$ cat src/rtl/uart_fifo.sv
// uart_fifo: single-clock byte FIFO between the UART and the memory controller.
// Reads have one cycle of registered latency: rd_en in cycle t, dout valid in t+1.
// Occupancy is kept in a dedicated count register, and full/empty decode from it.
// Optional feature macro: UART_FIFO_ERR_EN builds the sticky overflow/underflow
// flags. Without it both flags are tied to 0, and the port list stays the same.

module uart_fifo #(
  parameter int WIDTH = 8,
  parameter int DEPTH = 32,
  localparam int PTR_WIDTH = $clog2(DEPTH)
) (
  input  logic                 clk,
  input  logic                 rst,
  input  logic                 wr_en,
  input  logic [WIDTH-1:0]     din,
  output logic                 full,
  input  logic                 rd_en,
  output logic [WIDTH-1:0]     dout,
  output logic                 empty,
  output logic [PTR_WIDTH:0]   count,
  output logic                 overflow,
  output logic                 underflow
);

  localparam logic [PTR_WIDTH-1:0] PTR_ONE    = PTR_WIDTH'(1);
  localparam logic [PTR_WIDTH:0]   COUNT_ONE  = (PTR_WIDTH + 1)'(1);
  localparam logic [PTR_WIDTH:0]   COUNT_FULL = (PTR_WIDTH + 1)'(DEPTH);

  logic [WIDTH-1:0]     mem [DEPTH];
  logic [PTR_WIDTH-1:0] wptr;
  logic [PTR_WIDTH-1:0] rptr;
  logic                 wr_accept;
  logic                 rd_accept;

  // Flags come only from the registered count, so there is no path from requests to flags.
  assign full      = (count == COUNT_FULL);
  assign empty     = (count == '0);
  assign wr_accept = wr_en && !full;
  assign rd_accept = rd_en && !empty;

  // Storage array. It has no reset, so stale contents simply become unreachable.
  always_ff @(posedge clk) begin
    if (!rst && wr_accept) begin
      mem[wptr] <= din;
    end
  end

  // Pointers wrap naturally because DEPTH is a power of two.
  always_ff @(posedge clk) begin
    if (rst) begin
      wptr <= '0;
      rptr <= '0;
    end else begin
      if (wr_accept) wptr <= wptr + PTR_ONE;
      if (rd_accept) rptr <= rptr + PTR_ONE;
    end
  end

  // Occupancy goes up or down only when exactly one side is accepted.
  always_ff @(posedge clk) begin
    if (rst) begin
      count <= '0;
    end else if (wr_accept && !rd_accept) begin
      count <= count + COUNT_ONE;
    end else if (rd_accept && !wr_accept) begin
      count <= count - COUNT_ONE;
    end
  end

  // Registered read port. It holds its value until the next accepted read.
  always_ff @(posedge clk) begin
    if (rst) begin
      dout <= '0;
    end else if (rd_accept) begin
      dout <= mem[rptr];
    end
  end

`ifdef UART_FIFO_ERR_EN
  // Sticky debug flags. They record rejected requests and clear only on reset.
  always_ff @(posedge clk) begin
    if (rst) begin
      overflow  <= 1'b0;
      underflow <= 1'b0;
    end else begin
      if (wr_en && full)  overflow  <= 1'b1;
      if (rd_en && empty) underflow <= 1'b1;
    end
  end
`else
  assign overflow  = 1'b0;
  assign underflow = 1'b0;
`endif

endmodule

$ cat config.mk
export PLATFORM = sky130hd
export DESIGN_NAME = uart_fifo
export DESIGN_NICKNAME = d
export VERILOG_FILES = /design/src/rtl/uart_fifo.sv
export SDC_FILE = /design/constraint.sdc
export NUM_CORES = 1
export LEC_CHECK = 0
export BUFFER_PORTS_ARGS = -buffer_cell sky130_fd_sc_hd__buf_2
export CAP_MARGIN = 20
export CORE_MARGIN = 3
export CORE_UTILIZATION = 62
export DETAILED_ROUTE_END_ITERATION = 10
export PLACE_DENSITY_LB_ADDON = 0.25
export REMOVE_ABC_BUFFERS = 1
export SYNTH_ARGS = -nofsm -noshare
export SYNTH_HDL_FRONTEND = slang
export SYNTH_SLANG_ARGS = --single-unit
$ cat constraint.sdc
create_clock -name clk -period 4.1 [get_ports clk]
set_input_delay 0.205 -clock clk [delete_from_list [all_inputs] [get_ports clk]]
set_output_delay 0.205 -clock clk [all_outputs]
set_load 0.005 [all_outputs]
Word level (Yosys, flattened, before mapping). Memories as Yosys holds them, arrays and structs flattened. A register that Yosys moved wholly into a read port is not among the register bits. Cells that the tools add are included.

Output and inout bits: 18. Memory bits (writable): 256. Memories kept: 1. Flip-flop bits (word level): 16.

Add/sub/neg operators: 4. Reductions and logical operators: 12. Mux-type cells: 4. Equality and inequality tests: 1.

Memories: mem (words 32, width 8, read ports 1, clocked after memory_dff 1, wr ports 1, line 29) `logic [WIDTH-1:0] mem [DEPTH];`.

Operators with widths (number): 6-bit 2-to-1 mux (2); 5-bit by 1-bit adder with 5-bit output, second input constant (2); 6-bit by 1-bit adder with 6-bit output, second input constant (1); 6-bit equality test, second input constant (1); 6-bit logical NOT (1); 6-bit by 1-bit subtractor with 6-bit output, second input constant (1); 1-bit logical AND (5); 1-bit logical NOT (5); 1-bit 2-to-1 mux (2); 2-bit nonzero test (1).

Logic depth before layout (Yosys ltp).
Depth in word-level cells: 7. Gate-level depth with buffers: 11.

Worst setup path after synthesis. OpenSTA, ideal clock, no wires.

Path type: register to register. Start: register count[3]. End: register count[4]. Cell stages (with the launch flop): 12. Required time: 4029 ps. Library setup time: 71 ps. Buffers on the path: 0. Period minus slack after synthesis: 2846 ps. Arrival time: 2775 ps. Slack: 1254 ps. Path through: dfxtp_1 > nor4_1 > a31oi_1 > inv_1 > ha_1 > inv_1 > ha_1 > nor2b_1 > o21a_1 > o21ai_0 > or3b_2 > a21oi_1.

Word-level cells in the longest chain between the ends: 6. Elaborated cells between the ends (all ways): 15. Those cells by class: add/sub (2); eq/ne (1); mux (2); reduce/logical (10).

RTL lines: start, declared (line 20) `output logic [PTR_WIDTH:0] count,`; start signal, assigned (line 64) `count <= count + COUNT_ONE;`; start signal, assigned (line 66) `count <= count - COUNT_ONE;`; branches (longest 6 deep; another with 6-bit by 1-bit subtractor with 6-bit output).

Several ways; the timed one is not identified. The select of a mux whose other input is x is not followed. A chain may end at the register's enable or synchronous reset.

Worst setup path in the final report. Ends and elaborated chain as after synthesis.

==> results.json <==
{
  "outcome": "completed",
  "final_cell_area_um2": 12200,
  "syn_avg_cell_area_um2": 18.5,
  "placed_area_um2": 11400,
  "die_x_um": 140,
  "required_ns": 4.56,
  "cts_root_buf": "clkbuf_16",
  "port_buffers": 27,
  "holdCritStartpoint": "rst",
  "async_flop_share_pct": 0,
  "drc": 0,
  "final_nets": 656,
  "postSynth.topFlopCell": "edfxtp_1",
  "cts_max_path_buffers": 3,
  "drive_gt1_share_pct": 19.1,
  "critical_path_arrival_ns": 3.82,
  "p_leak_nw": 3.91,
  "grt_pass1_wl_um": 34900,
  "cp-start-kind": "flop",
  "hpwl_um": 13800,
  "std_cell_rows": 48,
  "synth-edff-count": 256,
  "grt_overflow_total": 0,
  "fin_crit_ns": 3.36,
  "wire_per_inst_um": 25.5,
  "cts_tree": "yes",
  "finClkSkew_ns": 0.0144,
  "worst_pin_slew_ns": 0.892,
  "r2r_start": "count[3]",
  "min_path_cells": 2,
  "ys_seq_elements": 280,
  "path_clk_slew_ns": 0.06,
  "worstSetupPathType": "reg -> reg",
  "htreeDepth": 1,
  "worstSkewPairLatency_ns": 0.53,
  "pin_count": 30,
  "viasPerCell": 6.42,
  "p_per_area_nw_per_um2": 580,
  "grt_use_total_pct": 23.4,
  "hp-class": "in -> reg",
  "seq_area_frac_synth_pct": 73.7,
  "hold_end": "count[0]",
  "finalHoldViolations": 0,
  "drtIter0Drc": 524,
  "grt_max_degree": 39,
  "slew_viol_final": 0,
  "relSlewSlack_pct": 40.3,
  "die_h_um": 140,
  "dieArea_um2": 19500,
  "synth_area_um2": 11100,
  "totalWireLength_um": 22400,
  "peakVddDrop_mv": 0.505,
  "gp_congestion": 0.894,
  "end_kind": "flop",
  "period_share_pct": 81.9,
  "initial_core_util_pct": 63.6,
  "place_ws_ns": 0.804,
  "numCtsBuffers": 27,
  "rrSetupSlack_ns": 0.74,
  "power.total_mw": 7.09,
  "antenna_cells": 0,
  "r2r_end": "count[4]",
  "timing.fmax_mhz": 298,
  "syn_to_final_growth_pct": 10.3,
  "post-cts-setup-buffers": 0,
  "worst_slack_ns": 0.742,
  "rsz0062_at_grt": "false",
  "antenna_found_initial": 0,
  "synth_cell_types": 43,
  "core_um2": 17400,
  "setup_viol": 0,
  "crit_fanout": 7,
  "syn_inst": 600,
  "yosys_warnings": 0,
  "clock_sinks": 280,
  "drt_pre_antenna_iters": 5,
  "grt_pass1_vias": 5856,
  "max-cap-violations": 0,
  "ant_nets": 0,
  "reg2regPathDepth": 11,
  "worst_hold_slack_ns": 0.0609,
  "cts.repair.resized": 0,
  "dr_total_vias": 5638,
  "hold_buffers": 0
}
[per-stage QoR]
stage          TNS (ns)  instances  utilization [%]
3_5_place_dp          0        829             65.3
6_report              0        878             70.2
5_1_grt               0        878             70.2
2_1_floorplan     -4.83        570                -
4_1_cts               0        878             70.2
3_3_place_gp          0        829             65.3
[Yosys cell counts (all sizes together), types with 2 or more instances]
library cell  number  area share (%)
a31oi              3            0.17
edfxtp           256              69
xor2               6            0.47
nand2             16            0.54
a2111oi            8            0.80
or3b               3            0.24
clkbuf            16            0.54
nor3               2           0.090
o22ai              7            0.40
nor2              53             1.8
o21ai              2           0.090
buf               15             1.1
mux4              49              10
o221ai             8            0.63
nor4               3            0.17
dfxtp             24             4.3
a22oi              8            0.54
ha                10             1.1
inv               13            0.44
mux2i             31             2.8
nand4              5            0.28
nor2b              4            0.23
nand3              3            0.14
xnor2              5            0.40
nand3b             4            0.27
a22o              14             1.1
a21oi             23             1.0
[worst max-delay path by stage]
stage | cells after the start | slack, ns | start | to
after floorplan | 5 | -0.62 | rptr[0] | dout[0]
after global placement | 11 | 1.0 | count[3] | count[4]
after detailed placement | 11 | 0.80 | count[3] | count[4]
after CTS | 11 | 0.76 | count[3] | count[4]
after global routing | 11 | 0.46 | count[3] | count[4]
final | 11 | 0.74 | count[3] | count[4]
[cells by family after synthesis]
group,Yosys count,synth area share [%]
fa+ha+maj,11,1.31
mux,81,13.0
xor+xnor,11,0.869
buf+inv,44,2.11
flops,280,73.7
compound gates,76,5.00
other cells,1,0.0338
simple gates,96,3.94
[cell usage in the layout, fill, tap and decap left out, types with 6 or more instances in the layout]
| cell type | synthesis | layout |
|---|---|---|
| inv_1 | 13 | 13 |
| clkbuf_1 | 16 | 9 |
| a22o_1 | 14 | 14 |
| dfxtp_1 | 24 | 22 |
| mux2i_1 | 31 | 31 |
| mux4_2 | 44 | 44 |
| edfxtp_1 | 256 | 256 |
| nor2_1 | 53 | 53 |
| ha_1 | 10 | 10 |
| a21oi_1 | 23 | 23 |
| buf_2 | 3 | 27 |
| xor2_1 | 6 | 6 |
| a22oi_1 | 8 | 8 |
| o221ai_1 | 8 | 8 |
| clkbuf_16 | 0 | 27 |
| buf_4 | 7 | 7 |
| o22ai_1 | 7 | 7 |
| nand2_1 | 16 | 16 |
[where the power goes]
group	internal, mW	switching, mW
clock network	1.36	0.993
logic	0.674	0.707
registers	3.20	0.147
[worst max-delay path: stages (launching register included)]
cell,delay [ns]
dfxtp_1,0.34
nor4_1,0.58
a31oi_1,0.34
inv_1,0.19
ha_1,0.25
inv_1,0.13
ha_1,0.34
nor2b_1,0.15
o21a_1,0.18
o21ai_0,0.17
or3b_2,0.46
a21oi_1,0.15
[routing by layer]
layer  up-vias  wire length (um)  GRT usage [%]
li1       2480                 -              -
met1      2886              9100           34.6
met2       232             11100           37.0
met3        40              1750           4.02
met4         0               490           6.78
met5         -                 0              0
[final cells by class]
class / instances / area (um^2)
Sequential cell: 280 / 8170
Timing Repair Buffer: 34 / 188
Inverter: 13 / 48.8
Fill cell: 1080 / 5200
Clock buffer: 37 / 723
Tap cell: 225 / 282
Clock inverter: 12 / 121
Multi-Input combinational cell: 277 / 2680
[state kept, by name, indices dropped and copies added (netlist names)]
signal  flops
rptr        5
mem       256
dout        8
wptr        5
count       6
No activity file was read; power rests on OpenSTA's default activity.
